--- src/rtl/quadrature_cycle_decoder.sv ---
// Quadrature encoder to electrical cycle position decoder.
// Optional index alignment is enabled by defining INDEX_ALIGN_EN.
module quadrature_cycle_decoder #(
    parameter int COUNTS_PER_CYCLE = 1170,
    parameter int SYNC_STAGES      = 2,
    parameter int PERIOD_WIDTH     = 20
) (
    input  logic                    clk,
    input  logic                    reset,
    input  logic                    enc_a,
    input  logic                    enc_b,
    input  logic                    enc_index,
    input  logic                    error_clear,
    output logic [10:0]             cycle_position,
    output logic                    direction,
    output logic [PERIOD_WIDTH-1:0] velocity_period,
    output logic                    velocity_valid,
    output logic                    error
);

    localparam logic [10:0] POS_MAX = 11'(COUNTS_PER_CYCLE - 1);
    localparam logic [10:0] POS_ONE = 11'd1;
    localparam logic [PERIOD_WIDTH-1:0] PER_MAX = '1;
    localparam logic [PERIOD_WIDTH-1:0] PER_ONE = PERIOD_WIDTH'(1);

    logic [SYNC_STAGES-1:0]  a_sync;
    logic [SYNC_STAGES-1:0]  b_sync;
    logic [1:0]              ab_q;
    logic [1:0]              prev_ab;
    logic                    primed;
    logic [PERIOD_WIDTH-1:0] period_cnt;
    logic                    stalled;

    logic [1:0]              cur_bin;
    logic [1:0]              prev_bin;
    logic [1:0]              delta;
    logic                    step_fwd;
    logic                    step_rev;
    logic                    illegal;
    logic                    idx_rise;

    logic [10:0]             pos_nxt;
    logic                    dir_nxt;
    logic [PERIOD_WIDTH-1:0] cnt_nxt;
    logic [PERIOD_WIDTH-1:0] per_nxt;
    logic                    vld_nxt;
    logic                    stall_nxt;
    logic                    err_nxt;

    // Synchronizers are left unreset so they keep tracking the encoder
    // during reset and the prime value is already settled on release.
    always_ff @(posedge clk) begin
        a_sync <= {a_sync[SYNC_STAGES-2:0], enc_a};
        b_sync <= {b_sync[SYNC_STAGES-2:0], enc_b};
        ab_q   <= {a_sync[SYNC_STAGES-1], b_sync[SYNC_STAGES-1]};
    end

`ifdef INDEX_ALIGN_EN
    logic [SYNC_STAGES-1:0] i_sync;
    logic                   idx_q;
    logic                   idx_prev;

    // Index synchronizer, delay-matched to the A/B path.
    always_ff @(posedge clk) begin
        i_sync <= {i_sync[SYNC_STAGES-2:0], enc_index};
        idx_q  <= i_sync[SYNC_STAGES-1];
    end

    // Previous index level for rising-edge detection.
    always_ff @(posedge clk or posedge reset) begin
        if (reset) idx_prev <= 1'b0;
        else       idx_prev <= idx_q;
    end

    assign idx_rise = primed & idx_q & ~idx_prev;
`else
    logic unused_index;
    assign unused_index = enc_index;
    assign idx_rise     = 1'b0;
`endif

    // Gray state to 2-bit binary; the modular difference classifies the move.
    assign cur_bin  = {ab_q[1], ab_q[1] ^ ab_q[0]};
    assign prev_bin = {prev_ab[1], prev_ab[1] ^ prev_ab[0]};
    assign delta    = cur_bin - prev_bin;
    assign step_fwd = primed && (delta == 2'd1);
    assign step_rev = primed && (delta == 2'd3);
    assign illegal  = primed && (delta == 2'd2);

    // Next-state logic for position, direction, period and error.
    always_comb begin
        pos_nxt   = cycle_position;
        dir_nxt   = direction;
        cnt_nxt   = (period_cnt == PER_MAX) ? PER_MAX : period_cnt + PER_ONE;
        per_nxt   = velocity_period;
        vld_nxt   = 1'b0;
        stall_nxt = stalled;
        err_nxt   = error;

        if (step_fwd)
            pos_nxt = (cycle_position == POS_MAX) ? 11'd0
                                                  : cycle_position + POS_ONE;
        else if (step_rev)
            pos_nxt = (cycle_position == 11'd0) ? POS_MAX
                                                : cycle_position - POS_ONE;

        if (idx_rise)
            pos_nxt = 11'd0;

        if (step_fwd || step_rev) begin
            dir_nxt   = step_fwd;
            cnt_nxt   = '0;
            stall_nxt = 1'b0;
            if (step_fwd == direction) begin
                per_nxt = (period_cnt == PER_MAX) ? PER_MAX
                                                  : period_cnt + PER_ONE;
                vld_nxt = 1'b1;
            end
        end else if (illegal) begin
            cnt_nxt   = '0;
            stall_nxt = 1'b0;
        end else if ((period_cnt == PER_MAX) && !stalled) begin
            per_nxt   = PER_MAX;
            vld_nxt   = 1'b1;
            stall_nxt = 1'b1;
        end

        if (illegal)
            err_nxt = 1'b1;
        else if (error_clear)
            err_nxt = 1'b0;
    end

    // State registers; the first cycle out of reset only primes prev_ab.
    always_ff @(posedge clk or posedge reset) begin
        if (reset) begin
            prev_ab         <= 2'b00;
            primed          <= 1'b0;
            cycle_position  <= 11'd0;
            direction       <= 1'b0;
            period_cnt      <= '0;
            velocity_period <= PER_MAX;
            velocity_valid  <= 1'b0;
            stalled         <= 1'b0;
            error           <= 1'b0;
        end else begin
            prev_ab         <= ab_q;
            primed          <= 1'b1;
            cycle_position  <= pos_nxt;
            direction       <= dir_nxt;
            period_cnt      <= cnt_nxt;
            velocity_period <= per_nxt;
            velocity_valid  <= vld_nxt;
            stalled         <= stall_nxt;
            error           <= err_nxt;
        end
    end

endmodule

--- config.mk ---
export PLATFORM = sky130hd
export DESIGN_NAME = quadrature_cycle_decoder
export DESIGN_NICKNAME = d
export VERILOG_FILES = /design/src/rtl/quadrature_cycle_decoder.sv
export SDC_FILE = /design/constraint.sdc
export NUM_CORES = 1
export LEC_CHECK = 0
export BUFFER_PORTS_ARGS = -buffer_cell sky130_fd_sc_hd__buf_2
export CAP_MARGIN = 30
export CORE_AREA = 2 2 111 59
export CTS_CLUSTER_SIZE = 10
export DETAILED_ROUTE_END_ITERATION = 7
export DIE_AREA = 0 0 113 61
export PLACE_DENSITY = 0.79
export SETUP_SLACK_MARGIN = 0.5
export SLEW_MARGIN = 20
export SYNTH_ARGS = -nofsm -noshare
export SYNTH_HDL_FRONTEND = slang
export SYNTH_SLANG_ARGS = --single-unit
--- constraint.sdc ---
create_clock -name clk -period 2.4 [get_ports clk]
set_input_delay 0.48 -clock clk [delete_from_list [all_inputs] [get_ports clk]]
set_output_delay 0.48 -clock clk [all_outputs]
set_load 0.005 [all_outputs]
# Word level (Yosys, flattened, before mapping)
# Index checks and enable logic that the tools add are counted.
# word_totals
inputBits	6
register_bits	64
# classes
n_eq_ne	8
bitwise	2
n_mux	20
n_addsub	4
reduce_logical	12
# op_table
operator	n
$mux 20	7
$mux 11	4
$add 20x1->20 const B	1
$eq 20x20->1 const B	1
$add 11x1->11 const B	1
$eq 11x11->1 const B	1
$logic_not 11->1	1
$sub 11x1->11 const B	1
$mux 1	9
$reduce_bool 2->1	3
$eq 2x2->1 const B	2
$logic_and 1x1->1	4
$ne 2x1->1 const B	2
$reduce_and 3->1	1
$reduce_bool 3->1	1
$eq 2x1->1 const B	1
$sub 2x2->2	1
$xor 1x1->1	2
$eq 1x1->1	1
$logic_not 1->1	1
$logic_or 1x1->1	1

# Logic depth before layout (Yosys ltp)
# depth
depth_word	7
mapped_depth	9
ltp_nobuf	7

# Worst setup path before layout
# Ideal clock, no wire load.
# synth_timing
path_kind	reg-to-reg
from	register ab_q[1]
to	register velocity_period[10]
arrival_time_ns	2.125
path_stages_with_launch	9
setup_slack_ns	0.192
synth_period_minus_slack_ns	2.208
cell_sequence	dfxtp_1 > xnor2_1 > ha_1 > xor3_1 > xnor2_1 > nor2_1 > a31o_2 > buf_8 > mux2_4
# synth_between
elab_chain_cells	7
elab_cells_between_ends	15
# synth_lines
element	line_no	rtl
from (decl)	28	logic [1:0] ab_q;
from (signal assigned)	55	ab_q <= {a_sync[SYNC_STAGES-1], b_sync[SYNC_STAGES-1]};
$xor 1x1->1	83	assign cur_bin = {ab_q[1], ab_q[1] ^ ab_q[0]};
$sub 2x2->2 (*)	85	assign delta = cur_bin - prev_bin;
$eq 2x1->1 / $eq 2x2->1 (equally long branches)	86, 87	
$logic_and 1x1->1 (on tied branches)	86, 87	
$eq 1x1->1 / $logic_or 1x1->1 (equally long branches)	114, 110	
$ne 2x1->1 (no line) / $reduce_bool 2->1 (equally long branches)	--	
$reduce_and 3->1 (no line)	--	
to (signal assigned)	152	velocity_period <= per_nxt;
to (decl)	16	output logic [PERIOD_WIDTH-1:0] velocity_period,
# Mark *: on every way between the ends. The rest lies on a longest branch, timed or not.
# A chain may end at the register's enable or synchronous reset.

# Final worst setup path
# layout_timing
from	register prev_ab[0]
to	register velocity_period[6]
# layout_between
elab_chain_cells	7
elab_cells_between_ends	15
# layout_lines
element	line_no	rtl
from (decl)	29	logic [1:0] prev_ab;
from (signal assigned)	147	prev_ab <= ab_q;
$xor 1x1->1 (*)	84	assign prev_bin = {prev_ab[1], prev_ab[1] ^ prev_ab[0]};
$sub 2x2->2 (*)	85	
$eq 2x1->1 / $eq 2x2->1 (equally long branches)	86, 87	
$logic_and 1x1->1 (on tied branches)	86, 87	
$eq 1x1->1 / $logic_or 1x1->1 (equally long branches)	114, 110	
$ne 2x1->1 (no line) / $reduce_bool 2->1 (equally long branches)	--	
$reduce_and 3->1 (no line)	--	
# Marks and branches as above.

==> tab_implementation.tex <==
\begin{tabular}{lr}
\hline
Metric & Value \\
\hline
\multicolumn{2}{l}{\textbf{Status}} \\
Status & complete, but fails checks \\
Violations in the final reports & design-rule violations \\
\multicolumn{2}{l}{\textbf{Timing}} \\
Final slew viol count & 0 \\
Period minus WS final & 2.20 ns \\
Final sum of negative setup slack & 0 ns \\
Remaining max-slew budget at the tightest pin & 0.638 \\
Unrepaired setup endpoints after global routing & true \\
Final period utilization & 0.916 \\
Max Clock Skew & 0.0123 ns \\
Hold Violations, Final & 0 \\
Maximum clock frequency & 455 MHz \\
Number of endpoints failing setup at the final stage & 0 \\
Pin slew with the least headroom to its limit & around 0.54 ns \\
\multicolumn{2}{l}{\textbf{Logic synthesis}} \\
Post-synth net total & 334 \\
Synth warn & 0 \\
Area of the mapped netlist & 0.00337 mm2 \\
Async set-or-reset flop fraction in the synthesized netlist & 0.906 \\
Number of flops mapped to enable cells by yosys & 0 \\
Post-Syn Instances & 322 \\
Cell variety after synth & 61 \\
Proportion of synthesized chip area in sequential cells & 0.474 \\
Most frequently used flop master after synthesis & dfrtp\_1 \\
Seq cells post-synth & 64 \\
Average cell area after synthesis & 10.5 um2 \\
\multicolumn{2}{l}{\textbf{Placement}} \\
Port Buf Inserts & 38 \\
Weighted congestion at the end of routability-driven global placement & $\sim$0.96 \\
Detailed-placement wirelength estimate & 5720 um \\
\multicolumn{2}{l}{\textbf{Final layout}} \\
Utilization after layout & 0.765 \\
Post-synthesis to final-layout area growth & 34.1\% \\
Most frequent cells in the layout & buf\_2, nand2\_1, dfrtp\_1, a21oi\_1, buf\_4 \\
Layout Nets & 406 \\
Leading cell type in the layout, fill and taps excluded & buf\_2 \\
Ratio of cells with drive above 1 in the final layout & 0.459 \\
Number of diodes & 0 \\
\multicolumn{2}{l}{\textbf{Floorplanning}} \\
Horizontal extent of the die & 113 um \\
Floorplan core area & 0.00591 mm2 \\
Chip Height & 61 um \\
Initial Utilization & 0.571 \\
Site Rows & 20 \\
Die footprint & a little under 0.007 mm2 \\
Count of pins on the block boundary & 40 \\
\multicolumn{2}{l}{\textbf{CTS}} \\
Sinks on the clock net & 64 \\
Buffer type at the clock tree root & clkbuf\_16 \\
Clock tree from TritonCTS & built \\
CTS Buf Count & 9 \\
Level count of the clock H-tree & 3 \\
Clock tree buffer depth & 2 \\
Hold buffer count at CTS & 0 \\
Insertion delay of the later-clocked pin in the worst-skew pair & 0.33 ns \\
Clock-pin slew on the worst setup and hold paths & $\sim$0.06 ns \\
\multicolumn{2}{l}{\textbf{Drt}} \\
Final routed wire length divided by cell count & between 20 and 25 um \\
Remaining DRCs & 3 \\
Count of routing violations after the opening detailed-route iteration & around 330 \\
Avg Vias per Cell & between 6 and 7 \\
First-pass DRT Iterations & 7 \\
Total number of vias & 3045 \\
Post-DRT Antenna Nets & 0 \\
Total wire length & 10100 um \\
\multicolumn{2}{l}{\textbf{Job}} \\
Max-cap viol count & 0 \\
\multicolumn{2}{l}{\textbf{Setup path}} \\
Startpoint Class & flop \\
Data arrival time of the worst path & 2.45 ns \\
Worst Path Required & roughly 2.7 ns \\
Critical path peak fanout & 5 \\
Start-to-end type of the worst setup path & flop to flop \\
Critical path capture point type & flop \\
\multicolumn{2}{l}{\textbf{GRT}} \\
Antenna violations before repair & 0 \\
Wire length of the first global-routing pass & 13900 um \\
Number of global-route vias before repair & 2683 \\
Maximum number of pins on one net before global-route repair & 59 \\
Total track usage & 0.270 \\
Sum of overflow across all layers after global routing & 0 \\
\multicolumn{2}{l}{\textbf{Worst hold path}} \\
Min-delay worst type & input port to async pin \\
\multicolumn{2}{l}{\textbf{Pwr}} \\
Worst vdd rail ir drop & $\sim$0.72 mV \\
Static leakage power & 1.97 nW \\
Power density over the cells & 1050 mW/mm2 \\
\hline
\end{tabular}
-- worst paths after layout --
path / start / end / slack [ns] / cells after the start
max in group asynchronous: reset / velocity_period[5] / 1.88 / 3
worst min register to register: b_sync[0] / b_sync[1] / 0.32 / 0
worst max register to register: prev_ab[0] / velocity_period[6] / 0.20 / 8
worst min-delay path: reset / cycle_position[8] / 0.20 / 3
min in group clk: enc_b / b_sync[0] / 0.26 / 1
worst max-delay path: prev_ab[0] / velocity_period[6] / 0.20 / 8
-- per-stage QoR --
stage	hold WS, ns	setup slack [ns]	cell area, um2	power [mW]	instances
floorplan	0.310	0.399	3420	2.58	322
global placement	0.310	0.163	3740	3.03	433
detailed placement	0.314	0.0853	3740	3.08	433
CTS	0.211	0.239	4200	4.43	462
global route	0.239	0.147	4520	4.93	476
finish	0.197	0.202	4520	4.73	476
-- cell usage after synthesis, types with 2 or more instances --
cell type / n / area (um2)
dfrtp_1: 38 / 951
nand2_1: 35 / 131
a21oi_1: 29 / 145
dfstp_2: 20 / 526
mux2_4: 16 / 240
clkbuf_1: 14 / 52.6
nor2_1: 13 / 48.8
nand3_1: 12 / 60.1
xor2_1: 12 / 105
o21ai_0: 9 / 45.0
a31oi_1: 8 / 50.1
nand4_1: 8 / 50.1
xnor2_1: 8 / 70.1
nor3_1: 7 / 35.0
nor4_1: 7 / 43.8
dfxtp_1: 6 / 120
ha_1: 6 / 75.1
inv_1: 6 / 22.5
and2_1: 5 / 31.3
and4_1: 5 / 43.8
nor3b_1: 4 / 30.0
a2bb2oi_1: 3 / 26.3
nor2b_1: 3 / 18.8
o31ai_1: 3 / 22.5
a31o_2: 2 / 17.5
and3_1: 2 / 12.5
buf_2: 2 / 10.0
mux2i_1: 2 / 20.0
nand2b_1: 2 / 12.5
nand4_2: 2 / 25.0
nand4b_1: 2 / 17.5
o32ai_1: 2 / 17.5
-- flip-flops by register name, summed over array words and instances, names as in the netlist --
| name | cells |
|---|---|
| a_sync | 2 |
| ab_q | 2 |
| b_sync | 2 |
| cycle_position | 11 |
| direction | 1 |
| error | 1 |
| period_cnt | 20 |
| prev_ab | 2 |
| primed | 1 |
| stalled | 1 |
| velocity_period | 20 |
| velocity_valid | 1 |
-- power breakdown --
group | total, mW | leakage [nW] | internal (mW) | switching (mW)
Combinational | 1.74 | 1.07 | 0.915 | 0.823
Sequential | 1.78 | 0.751 | 1.47 | 0.316
Clock | 1.20 | 0.142 | 0.747 | 0.457
Total | 4.73 | 1.97 | 3.13 | 1.60
-- what timing repair did --
item / in CTS / in global routing
pin swaps: 8 / 5
endpoints found under the setup margin: 50 / 50
gates cloned: 0 / 3
setup buffers: 13 / 11
resized for setup: 20 / 37
-- cell type report --
cell class | count | area [um2]
clock buffer | 12 | 256
clock inverter | 4 | 20.0
fill | 347 | 1390
inverter | 6 | 22.5
multi-input combinational | 233 | 1900
sequential | 64 | 1600
tap | 77 | 96.3
timing repair buffer | 80 | 624
-- critical path, stage by stage (launching register included) --
cell and delay [ns]:
dfrtp_1 0.37, xor2_1 0.19, ha_2 0.23, xor3_2 0.34, xnor2_2 0.20, nor2_2 0.06, a31o_4 0.26, clkbuf_16 0.18
mux2_4 0.29
-- layer usage --
metal	vias up	track usage	wire [um]
li1	1326	-	-
met1	1461	0.396	4550
met2	213	0.372	4170
met3	45	0.0899	1080
met4	0	0.0993	293
met5	-	0	0
-- logic make-up (layout without fill, tap and decap cells) --
group / after synthesis / in the layout / synth area share
and+or+nand+nor: 115 / 115 / 0.192
DFF: 64 / 64 / 0.474
xor gates and xnor gates: 22 / 22 / 0.0661
other: 1 / 1 / 0.00111
AOI/OAI and AO/OA: 70 / 70 / 0.131
muxes: 19 / 19 / 0.0805
buffers and inverters: 25 / 102 / 0.0341
adders and majority gates: 6 / 6 / 0.0223
Note: power is estimated with default switching activity, not from simulation.
